**src/rtl/hazard_pkg.sv**
```systemverilog
// Shared definitions for the hazard unit and the datapath forwarding muxes.
//   fwd_sel_t   : forward-select encoding (register file / W stage / M stage)
//   div_state_e : divider stall controller states
//   fwd_pick    : priority encoder, M-stage hit wins over W-stage hit
package hazard_pkg;

  typedef logic [1:0] fwd_sel_t;

  localparam fwd_sel_t FWD_RF = 2'b00;
  localparam fwd_sel_t FWD_W  = 2'b01;
  localparam fwd_sel_t FWD_M  = 2'b10;

  typedef enum logic [1:0] {
    DIV_IDLE = 2'd0,
    DIV_BUSY = 2'd1,
    DIV_DONE = 2'd2
  } div_state_e;

  function automatic fwd_sel_t fwd_pick(input logic hit_m, input logic hit_w);
    fwd_sel_t sel;
    sel = FWD_RF;
    if (hit_m) begin
      sel = FWD_M;
    end else if (hit_w) begin
      sel = FWD_W;
    end
    return sel;
  endfunction

endpackage

```
**src/rtl/div_stall_ctrl.sv**
```systemverilog
// Multi-cycle divider stall controller.
// Holds the divide in E for exactly DIV_CYCLES cycles (the IDLE cycle in
// which div_startE is first seen, plus DIV_CYCLES-1 BUSY cycles), then
// spends one DONE cycle in which E advances.
// Ports:
//   clk, rst    : clock, asynchronous active-high reset
//   div_startE  : div/divu sitting in E (held for the whole divide)
//   excM        : exception in M, aborts any divide in progress
//   divStall    : raw divide stall request (not yet masked by excM)
//   div_busy    : registered, high in BUSY
//   div_done    : registered, high for the single DONE cycle
module div_stall_ctrl
  import hazard_pkg::*;
#(
  parameter int unsigned DIV_CYCLES = 32
) (
  input  logic clk,
  input  logic rst,
  input  logic div_startE,
  input  logic excM,
  output logic divStall,
  output logic div_busy,
  output logic div_done
);

  localparam int unsigned CW = $clog2(DIV_CYCLES);
  localparam logic [CW-1:0] CNT_LOAD = CW'(DIV_CYCLES - 2);

  div_state_e    state_q;
  logic [CW-1:0] cnt_q;
  logic          div_busy_q;
  logic          div_done_q;

  // NOTE: sequential state uses non-blocking assignments so every register
  // samples the pre-edge values regardless of statement order.
  always_ff @(posedge clk or posedge rst) begin
    if (rst) begin
      state_q    <= DIV_IDLE;
      cnt_q      <= '0;
      div_busy_q <= 1'b0;
      div_done_q <= 1'b0;
    end else if (excM) begin
      // The excepting instruction (or an older one) kills the divide.
      state_q    <= DIV_IDLE;
      cnt_q      <= '0;
      div_busy_q <= 1'b0;
      div_done_q <= 1'b0;
    end else begin
      case (state_q)
        DIV_IDLE: begin
          if (div_startE) begin
            state_q    <= DIV_BUSY;
            cnt_q      <= CNT_LOAD;
            div_busy_q <= 1'b1;
          end
        end
        DIV_BUSY: begin
          if (cnt_q == '0) begin
            state_q    <= DIV_DONE;
            div_busy_q <= 1'b0;
            div_done_q <= 1'b1;
          end else begin
            cnt_q <= cnt_q - CW'(1);
          end
        end
        DIV_DONE: begin
          // div_startE is still high from the finishing divide; ignore it.
          state_q    <= DIV_IDLE;
          div_done_q <= 1'b0;
        end
        default: begin
          state_q    <= DIV_IDLE;
          cnt_q      <= '0;
          div_busy_q <= 1'b0;
          div_done_q <= 1'b0;
        end
      endcase
    end
  end

  // The first stall cycle comes straight from div_startE so the divide is
  // held in E from the very cycle it arrives.
  assign divStall = ((state_q == DIV_IDLE) && div_startE) || (state_q == DIV_BUSY);
  assign div_busy = div_busy_q;
  assign div_done = div_done_q;

endmodule

```
**src/rtl/hazard_scoreboard.sv**
```systemverilog
// Hazard unit for the 5-stage MIPS pipeline (F/D/E/M/W).
// Forwarding: GPR operands in E (from M or W), branch operands in D (from M),
// HI/LO in E (from M or W). Stalls: load-use, branch-operand, divide.
// An exception in M flushes D/E/M and cancels every stall.
// Ports:
//   clk, rst                     : clock, asynchronous active-high reset
//   rsD, rtD, branchD            : D-stage sources, branch flag
//   rsE, rtE, writeRegE          : E-stage sources / destination
//   regWriteE, memToRegE         : E-stage GPR write / load
//   div_startE                   : divide in E
//   writeRegM, regWriteM, memToRegM, hilo_weM : M-stage controls
//   writeRegW, regWriteW, hilo_weW            : W-stage controls
//   excM                         : exception detected in M
//   forwardAD/BD                 : branch comparator operand from M
//   forwardAE/BE/HiloE           : fwd_sel_t operand selects for E
//   stallF/D/E, flushD/E/M       : pipeline register hold / bubble
//   div_busy, div_done           : divider controller status
//   stall_cnt                    : saturating count of cycles with stallF
module hazard_scoreboard
  import hazard_pkg::*;
#(
  parameter int unsigned REGW       = 5,
  parameter int unsigned LOAD_LAT   = 1,
  parameter int unsigned DIV_CYCLES = 32,
  parameter int unsigned CNT_W      = 32
) (
  input  logic             clk,
  input  logic             rst,
  input  logic [REGW-1:0]  rsD,
  input  logic [REGW-1:0]  rtD,
  input  logic             branchD,
  input  logic [REGW-1:0]  rsE,
  input  logic [REGW-1:0]  rtE,
  input  logic [REGW-1:0]  writeRegE,
  input  logic             regWriteE,
  input  logic             memToRegE,
  input  logic             div_startE,
  input  logic [REGW-1:0]  writeRegM,
  input  logic             regWriteM,
  input  logic             memToRegM,
  input  logic             hilo_weM,
  input  logic [REGW-1:0]  writeRegW,
  input  logic             regWriteW,
  input  logic             hilo_weW,
  input  logic             excM,
  output logic             forwardAD,
  output logic             forwardBD,
  output fwd_sel_t         forwardAE,
  output fwd_sel_t         forwardBE,
  output fwd_sel_t         forwardHiloE,
  output logic             stallF,
  output logic             stallD,
  output logic             stallE,
  output logic             flushD,
  output logic             flushE,
  output logic             flushM,
  output logic             div_busy,
  output logic             div_done,
  output logic [CNT_W-1:0] stall_cnt
);

  // ---------------------------------------------------------------------
  // Forwarding: a source hits a stage only when it is not $0, names that
  // stage's destination and that stage actually writes the register file.
  // ---------------------------------------------------------------------
  logic rsE_hit_m, rsE_hit_w, rtE_hit_m, rtE_hit_w;

  assign rsE_hit_m = (rsE != '0) && (rsE == writeRegM) && regWriteM;
  assign rsE_hit_w = (rsE != '0) && (rsE == writeRegW) && regWriteW;
  assign rtE_hit_m = (rtE != '0) && (rtE == writeRegM) && regWriteM;
  assign rtE_hit_w = (rtE != '0) && (rtE == writeRegW) && regWriteW;

  assign forwardAE    = fwd_pick(rsE_hit_m, rsE_hit_w);
  assign forwardBE    = fwd_pick(rtE_hit_m, rtE_hit_w);
  assign forwardHiloE = fwd_pick(hilo_weM, hilo_weW);

  assign forwardAD = (rsD != '0) && (rsD == writeRegM) && regWriteM;
  assign forwardBD = (rtD != '0) && (rtD == writeRegM) && regWriteM;

  // ---------------------------------------------------------------------
  // Stall terms
  // ---------------------------------------------------------------------
  logic lw_stall_e, lw_stall_m, lw_stall, branch_stall;
  logic div_stall;

  assign lw_stall_e = memToRegE && ((rsD == rtE) || (rtD == rtE));

  // With a two-stage load the data is not forwardable while the load is in
  // M, so dependents in D wait one more cycle.
  assign lw_stall_m = (LOAD_LAT >= 2) && memToRegM &&
                      (((rsD != '0) && (rsD == writeRegM)) ||
                       ((rtD != '0) && (rtD == writeRegM)));

  assign lw_stall = lw_stall_e || lw_stall_m;

  assign branch_stall = branchD &&
    ((regWriteE && ((writeRegE == rsD) || (writeRegE == rtD))) ||
     (memToRegM && ((writeRegM == rsD) || (writeRegM == rtD))));

  div_stall_ctrl #(
    .DIV_CYCLES (DIV_CYCLES)
  ) u_div_stall_ctrl (
    .clk        (clk),
    .rst        (rst),
    .div_startE (div_startE),
    .excM       (excM),
    .divStall   (div_stall),
    .div_busy   (div_busy),
    .div_done   (div_done)
  );

  // ---------------------------------------------------------------------
  // Pipeline control. excM overrides everything: all stalls drop and
  // D, E and M are bubbled. E is never bubbled while a divide holds it.
  // ---------------------------------------------------------------------
  assign stallF = (lw_stall || branch_stall || div_stall) && !excM;
  assign stallD = stallF;
  assign stallE = div_stall && !excM;
  assign flushE = ((lw_stall || branch_stall) && !div_stall) || excM;
  assign flushD = excM;
  assign flushM = excM;

  // ---------------------------------------------------------------------
  // Saturating stall-cycle counter
  // ---------------------------------------------------------------------
  logic [CNT_W-1:0] stall_cnt_q, stall_cnt_d;

  // NOTE: the default assignment first keeps this block purely
  // combinational; without it the hold case would infer a latch.
  always_comb begin
    stall_cnt_d = stall_cnt_q;
    if (stallF && !(&stall_cnt_q)) begin
      stall_cnt_d = stall_cnt_q + CNT_W'(1);
    end
  end

  always_ff @(posedge clk or posedge rst) begin
    if (rst) begin
      stall_cnt_q <= '0;
    end else begin
      stall_cnt_q <= stall_cnt_d;
    end
  end

  assign stall_cnt = stall_cnt_q;

endmodule

```
**config.mk**
```make
export PLATFORM = sky130hd
export DESIGN_NAME = hazard_scoreboard
export DESIGN_NICKNAME = d
export VERILOG_FILES = /design/src/rtl/hazard_pkg.sv /design/src/rtl/div_stall_ctrl.sv /design/src/rtl/hazard_scoreboard.sv
export SDC_FILE = /design/constraint.sdc
export NUM_CORES = 1
export LEC_CHECK = 0
export CAP_MARGIN = 20
export CORE_UTILIZATION = 32
export DETAILED_ROUTE_END_ITERATION = 16
export SLEW_MARGIN = 20
export SYNTH_ARGS = -nofsm -noshare
export SYNTH_HDL_FRONTEND = slang
export SYNTH_SLANG_ARGS = --single-unit
```
**constraint.sdc**
```tcl
create_clock -name clk -period 3 [get_ports clk]
set_input_delay 0.3 -clock clk [delete_from_list [all_inputs] [get_ports clk]]
set_output_delay 0.3 -clock clk [all_outputs]
set_load 0.02 [all_outputs]
```
### Yosys cells after proc, flatten, opt, wreduce, memory -nomap -nowiden

Cells that the tools add are included.

* flip-flop bits (word level): 41
* logic and storage cells: 90
* output and inout port bits: 48
* input port bits: 47

* multiplexer cells: 21
* $add $sub $neg: 2
* equality and inequality tests: 19
* reductions and logical operators: 43

Operators with widths (number)
* equality test 5 bit: 12
* adder 32 x 1 -> 32 bit (second input constant): 1
* AND reduction 32 bit: 1
* logical AND 1 bit: 21
* nonzero test 5 bit: 4
* two-way mux 5 bit: 3
* case mux 5 bit (3 select lines): 1
* two-way mux 2 bit: 6
* logical OR 1 bit: 8
* two-way mux 1 bit: 8
* inequality test 3 bit (second input constant): 2
* AND reduction 3 bit: 2
* logical NOT 5 bit: 1
* subtractor 5 x 1 -> 5 bit (second input constant): 1
* inequality test 2 bit (second input constant): 2
* case mux 2 bit (2 select lines): 1
* AND reduction 2 bit: 2
* logical NOT 1 bit: 3
* inequality test 3 x 2 -> 1 bit (second input constant): 1
* case mux 1 bit (3 select lines): 1
* equality test 2 x 1 -> 1 bit (second input constant): 1
* equality test 2 bit (second input constant): 1
* logical NOT 2 bit: 1
* case mux 1 bit (2 select lines): 1

### Longest topological paths before layout

Gate-level depths: netlist (run 1).

* word-level depth: 9
* gate-level depth with buffers: 9
* gate-level depth less buffers: 9

### By module

From an unflattened synthesis (run 1), not the netlist that was laid out.

* cells, all modules: 308
* area total of the unflattened synthesis: 2981.6 sq um

Modules (own cells, without submodules)
* hazard_scoreboard: cells an instance 261, area an instance 2471.1 sq um, seq. area each 800.8 sq um, times used 1
* div_stall_ctrl: cells an instance 47, area an instance 510.5 sq um, seq. area each 225.2 sq um, times used 1

### Worst setup path after synthesis (run 1)

OpenSTA, ideal clock, no wires.

* kind: register to register
* start: reg stall_cnt_q[4], in the netlist stall_cnt[4]
* end: reg stall_cnt_q[19], in the netlist stall_cnt[19]
* path buffers: 1
* arrival time: 2267 ps
* data required time: 2870 ps
* path slack: 602 ps
* clock period less this slack: 2398 ps
* library setup time: 130 ps
* cell stages (with the launch flop): 9
* cells stage by stage: dfrtp_1 -> and4_1 -> and3_4 -> nand4_4 -> or2_0 -> o22a_1 -> buf_6 -> or4_4 -> xnor2_2

* longest elaborated chain between the ends: 3
* elaborated cells between the ends (all ways): 4
* classes of those cells: 1 x add/sub; 3 x reduce/logical

Ends and longest elaborated chain
* from (decl): RTL line hazard_scoreboard.sv:126 `logic [CNT_W-1:0] stall_cnt_q, stall_cnt_d;`
* from (signal assigned): RTL line hazard_scoreboard.sv:141 `stall_cnt_q <= stall_cnt_d;`
* branches (longest 3 deep; another with adder 32 x 1 -> 32 bit)

Parallel ways; which one is timed is not known.
A chain may end at the register's enable or synchronous reset.

### Worst setup path after layout (run 1)

* start: in rsD[1]
* end: out stallF

* longest elaborated chain between the ends: 8
* elaborated cells between the ends (all ways): 14
* classes of those cells: 3 x eq/ne; 11 x reduce/logical

Ends and longest elaborated chain
* from (decl): RTL line hazard_scoreboard.sv:29 `input logic [REGW-1:0] rsD,`
* equality test 5 bit (on tied branches): RTL line hazard_scoreboard.sv:97, hazard_scoreboard.sv:98
* logical OR 1 bit (on tied branches): RTL line hazard_scoreboard.sv:97, hazard_scoreboard.sv:98
* logical AND 1 bit (on tied branches): RTL line hazard_scoreboard.sv:97, hazard_scoreboard.sv:98
* logical OR 1 bit: RTL line hazard_scoreboard.sv:97 `((regWriteE && ((writeRegE == rsD) || (writeRegE == rtD))) ||`
* logical AND 1 bit: RTL line hazard_scoreboard.sv:96 `assign branch_stall = branchD &&`
* logical OR 1 bit * (2 in a row): RTL line hazard_scoreboard.sv:116 `assign stallF = (lw_stall || branch_stall || div_stall) && !excM;`
* logical AND 1 bit *: RTL line hazard_scoreboard.sv:116
* to (decl): RTL line hazard_scoreboard.sv:51 `output logic stallF,`

Every way passes the cells marked *; elsewhere a longest branch is shown, timed or not.

==> impl_metrics.ini, run 1 <==
[outcome]
status = finished clean

[critical_path]
rr_worst_depth = 9
critical_path.top_delay_family = buffers and inverters
cp-end-kind = output port
crit_chain = clkdlybuf4s50_1 > xnor2_1 > nand3_1 > nor3_1 > a211oi_1 > o21a_1 > inv_1 > clkdlybuf4s50_1
startpoint_type = input pin
required_ps = 2700
cp_slowest_stage_delay_ps = 600
critical_path_class = in2out
r2r_slack_ps = 350
cp.arrival_ps = 2580
r2r_end = stall_cnt[8]
path_buf_inv = 3
r2r_start = stall_cnt[0]
cpMaxStageDelayCell = clkdlybuf4s50_1
critPathMostFrequentCell = clkdlybuf4s50_1
cp_max_fo = 4

[timing]
fin_skew_ps = 4.44
worst_pin_slew_ps = 542
setup_ws_ps = 124
setup_tns_ps = 0
min_period_over_period = 0.959
fmax_mhz = 348
maxSlewViolCount = 0
hold_viol = 0
slew_headroom = 0.639
finalCriticalPeriod_ps = 2880
rsz0062_at_grt = false
setup_violations = 0

[synthesis]
synth.area.top_cells = dfrtp_1 37%, xor2_1 13%, xnor2_1 12%
yosysSeqAreaShare = 0.368
yosys.area_share.simple = 0.252
yosysWarnings = 0
synth_area_um2 = 2790
synth_cell_type_count = 45
synth_top_cell_by_area = dfrtp_1
synth_fa_ha_area_frac = 0.00898
yosys.area_share.xor_xnor = 0.260
synth_compound_gate_area_share = 0.0593
synth_top_family_by_area = XOR/XNOR gates
synth_seq_cells = 41
syn_nets = 358
synthCells = 309
syn-mean-instance-area_um2 = 9.02
muxShareOfSynthArea = 0.00404
synth_top_area_frac = 0.368

[clock_network]
cts_tree = done
root_buffer = clkbuf_8
cts_resized = 0
cts_sinks = 41
cts_buffers = 5
post-cts-setup-buffer-count = 0
cts_max_level = 2
postCtsHoldBufs = 0
cts_buffer_depth = 2
clkLatencyLatePin_ps = 290
clk_pin_slew_ps = 80

[detailed_routing]
wl_per_cell_um = 15.3
viasPerCell = 5.01
antenna_left = 0
drc = 0
routed_wl_um = 7910
drtIter0Drc = 115
vias = 2592
dr.pass1.iters = 4

[global_routing]
gr-total-overflow = 0
antenna_found_initial = 0
grt_max_degree = 42
grt_usage = 0.183
grt_pass1_wl_um = 12800
grt_pass1_vias = 2545

[layout]
drive_above_1_share = 0.0801
fin_cells = 517
antenna_cells = 0
syn_to_final_growth_pct = 44.0
nets = 461

[flow_run]
maxCapViolCount = 0

[power]
p_per_area_nw_per_um2 = 445
ir_drop_mv = 0.283
p_leak_uw = 0.00164

[die]
coreArea_um2 = 8340
die_w_um = 95.3
row_count = 33
die_h_um = 95.3
dieArea_um2 = 9080
initial_utilization = 0.334
ios = 95

[placement]
dp_hpwl_um = 6140
gp_congestion = 0.865
port_buffers = 94
dp.cells = 510
pre_cts_ws_ps = 86.0

[worst_hold_path]
min_path_type = in2async
## metrics by stage
step / total power [µW] / cell area, µm² / hold slack [ps] / util
after global routing: 1900 / 4010 / 500 / 0.481
after detailed placement: 1420 / 3920 / 485 / 0.470
after floorplan: 1090 / 2790 / 475 / -
final: 1780 / 4010 / 432 / 0.481
after CTS: 1800 / 4010 / 455 / 0.481
after global placement: 1420 / 3920 / 475 / 0.470
## synthesized netlist by cell type, drive strengths merged
master and number:
nand2b 3, o21bai 1, and4 1, o21a 1
a21oi 5, nor4 14, nand4 12, a21o 1
xnor2 40, nor4b 3, clkbuf 10, ha 2
and3 3, nor2 22, a22o 2, a211oi 1
o32ai 1, nor3b 1, dfrtp 41, nand3 16
nor2b 2, a31oi 3, or3 4, nor3 16
or4 4, o311a 1, and2 1, o32a 1
or2 2, o22a 1, inv 9, mux2 1
or3b 1, buf 8, xor2 42, nand2 26
o21ai 6, o22ai 1
## placed cells by master, fill, tap and decap left out, types with 2 or more instances in the layout
| cell | netlist | layout |
|---|---|---|
| clkdlybuf4s50_1 | 0 | 93 |
| xor2_1 | 42 | 42 |
| dfrtp_1 | 41 | 41 |
| xnor2_1 | 39 | 39 |
| nand2_1 | 26 | 26 |
| nor2_1 | 22 | 22 |
| buf_4 | 6 | 19 |
| nand3_1 | 16 | 16 |
| nor3_1 | 16 | 16 |
| nor4_1 | 14 | 14 |
| nand4_1 | 11 | 11 |
| inv_1 | 9 | 9 |
| o21ai_0 | 6 | 6 |
| clkbuf_8 | 0 | 6 |
| a21oi_1 | 5 | 5 |
| or3_1 | 4 | 4 |
| a31oi_1 | 3 | 3 |
| nand2b_1 | 3 | 3 |
| or4_1 | 3 | 3 |
| nor4b_1 | 3 | 3 |
| and3_1 | 2 | 2 |
| nor2b_1 | 2 | 2 |
| a22o_1 | 2 | 2 |
| ha_1 | 2 | 2 |
## worst min-delay path, stage by stage
cell,delay [ps]
clkdlybuf4s50_1,390
inv_1,50
buf_4,440
## registers in the layout, indices dropped and copies added, names as in the netlist
name and flops:
u_div_stall_ctrl.div_busy 1, u_div_stall_ctrl.div_done 1, u_div_stall_ctrl.state_q 2, u_div_stall_ctrl.cnt_q 5, stall_cnt 32
## layout make-up
class	count	area, µm²
clock buffer	7	86.3
fill	813	4330
inverter	9	33.8
multi-input combinational	241	1630
sequential	41	1030
tap	105	131
timing repair buffer	114	1110
## worst max-delay path by stage
| stage | from | cells past startpoint | slack (ps) | to |
|---|---|---|---|---|
| finish | rsD[1] | 8 | 120 | stallF |
| global route | rtE[0] | 7 | 6 | stallD |
| CTS | rsD[1] | 8 | 70 | flushE |
| detailed placement | rsD[1] | 8 | 90 | flushE |
| global placement | rsD[1] | 8 | 20 | flushE |
| floorplan | stall_cnt[4] | 8 | 600 | stall_cnt[19] |
## where the power goes
group / internal, µW / switching, µW
sequential: 639 / 115
combinational: 339 / 322
clock: 183 / 187
total: 1160 / 623
## logic make-up after synthesis
kind of cell,count (synthesis)
muxes,1
buffers and inverters,27
adders and majority gates,2
DFF,41
AOI/OAI and AO/OA,25
xor gates and xnor gates,82
and+or+nand+nor,131
## layer usage
metal  wire [µm]  global-route usage  vias to the layer above
met5           0                   0                        -
met4          65              0.0417                        0
met3         278              0.0327                        7
met2        3720               0.289                       59
met1        3840               0.258                     1260
li1            -                   -                     1266
No activity file was read; power rests on OpenSTA's default activity.
==> run 2: changes to the inputs <==
REMOVE_ABC_BUFFERS = 1   (was not set)
==> run 2 against run 1 <==
Power increased by 2.9%. Routed wire length decreased by 4.7%. Clock-buffer cell count decreased by 2. Register-to-register slack improved by 230 ps. Via count decreased by 1.7%. Critical path depth unchanged. Clock skew decreased by 2.2 ps. First-iteration DRC count increased by 29%. Design area about the same.
==> impl_metrics.ini, run 2 (same netlist as run 1, synthesis figures left out) <==
[outcome]
status = finished clean

[critical_path]
critPathMostFrequentCell = clkdlybuf4s50_1
cp_slowest_stage_delay_ps = 610
required_ps = 2700
r2r_slack_ps = 580
cp-end-kind = output port
critical_path_class = in2out
path_buf_inv = 3
startpoint_type = input pin
r2r_end = stall_cnt[1]
r2r_start = stall_cnt[0]
cp_max_fo = 4
cpMaxStageDelayCell = clkdlybuf4s50_1
cp.arrival_ps = 2570
crit_chain = clkdlybuf4s50_1 > xnor2_1 > nand3_1 > nor3_1 > a211oi_2 > o21a_1 > inv_1 > clkdlybuf4s50_1
rr_worst_depth = 9
critical_path.top_delay_family = buffers and inverters

[die]
ios = 95
die_w_um = 95.3
die_h_um = 95.3
dieArea_um2 = 9080
row_count = 33
coreArea_um2 = 8340
initial_utilization = 0.334

[layout]
drive_above_1_share = 0.0829
antenna_cells = 0
utilization = 0.481
fin_area_um2 = 4020
fillCellCount = 798
mostFrequentLayoutCells = 93 x clkdlybuf4s50_1, 42 x xor2_1, 41 x dfrtp_1
largest_register_ffs = 32
syn_to_final_growth_pct = 44.1
layout_commonest_cell = clkdlybuf4s50_1
nets = 459

[timing]
maxSlewViolCount = 0
fin_skew_ps = 2.22
fmax_mhz = 349
whs_ps = 452
worst_pin_slew_ps = 524
finalCriticalPeriod_ps = 2870
hold_viol = 0
setup_ws_ps = 131
setup_tns_ps = 0
min_period_over_period = 0.956
setup_violations = 0
slew_headroom = 0.650

[placement]
port_buffers = 94
dp_hpwl_um = 5930
placed_area_um2 = 3900
pre_cts_ws_ps = 80.6
gp_congestion = 0.864

[power]
ir_drop_mv = 0.193
p_leak_uw = 0.00164
p_per_area_nw_per_um2 = 457

[clock_network]
post-cts-setup-buffer-count = 0
root_buffer = clkbuf_8
cts_buffers = 5
clk_pin_slew_ps = 80
cts_tree = done
cts_resized = 0
clkLatencyLatePin_ps = 290
cts_max_level = 2
cts_sinks = 41
postCtsHoldBufs = 0
cts_buffer_depth = 2

[detailed_routing]
drc = 0
routed_wl_um = 7540
vias = 2548
wl_per_cell_um = 14.6
viasPerCell = 4.95
antenna_left = 0
drtIter0Drc = 148
dr.pass1.iters = 4

[global_routing]
grt_usage = 0.175
grt_max_degree = 42
grt_pass1_vias = 2393
gr-total-overflow = 0
antenna_found_initial = 0
grt_pass1_wl_um = 12300

[flow_run]
maxCapViolCount = 0

[worst_hold_path]
min_path_type = in2async
[run 2: report_power, final]
part / leakage [µW] / switching [µW] / internal, µW
registers: 0.000525 / 112 / 639
clock network: 0.0000540 / 188 / 242
logic: 0.00106 / 318 / 338
[run 2: cell type report]
class | count | area [µm²] | share of cell area
tap | 105 | 131 | 0.0327
sequential | 41 | 1030 | 0.256
multi-input combinational | 241 | 1640 | 0.409
clock buffer | 5 | 68.8 | 0.0171
clock inverter | 2 | 35.0 | 0.00873
inverter | 9 | 33.8 | 0.00841
timing repair buffer | 112 | 1080 | 0.269
[run 2: how the worst max path moves through the flow]
stage | startpoint | endpoint | slack [ps] | depth (start not counted)
finish | writeRegM[4] | stallD | 130 | 8
CTS | writeRegM[3] | stallD | 80 | 8
detailed placement | writeRegM[3] | stallD | 80 | 8
floorplan | stall_cnt[0] | stall_cnt[1] | 510 | 8
global route | writeRegM[4] | stallF | -20 | 8
global placement | rsD[4] | flushE | 90 | 8
[run 2: metrics by stage]
step	std cells	power [µW]
after floorplan	291	1070
after global placement	508	1410
after detailed placement	508	1420
after CTS	515	1850
after global routing	515	1950
final	515	1840
[run 2: layer usage]
layer / routed length (µm) / part of all wire / global-route usage / vias to the layer above
met2: 3590 / 0.48 / 0.264 / 58
met3: 288 / 0.038 / 0.0223 / 11
li1: - / - / - / 1264
met5: 0 / 0 / 0 / -
met1: 3550 / 0.47 / 0.259 / 1215
met4: 114 / 0.015 / 0.0518 / 0
[run 2: tightest hold or removal path, cell delays in order]
cell and delay [ps]:
clkdlybuf4s50_1 400, inv_1 50, buf_4 440
==> run 3: changes to the inputs <==
CTS_CLUSTER_SIZE = 40   (was not set)
==> results of run 3 <==
Final layout, timing and power as in run 2 (identical DEF).
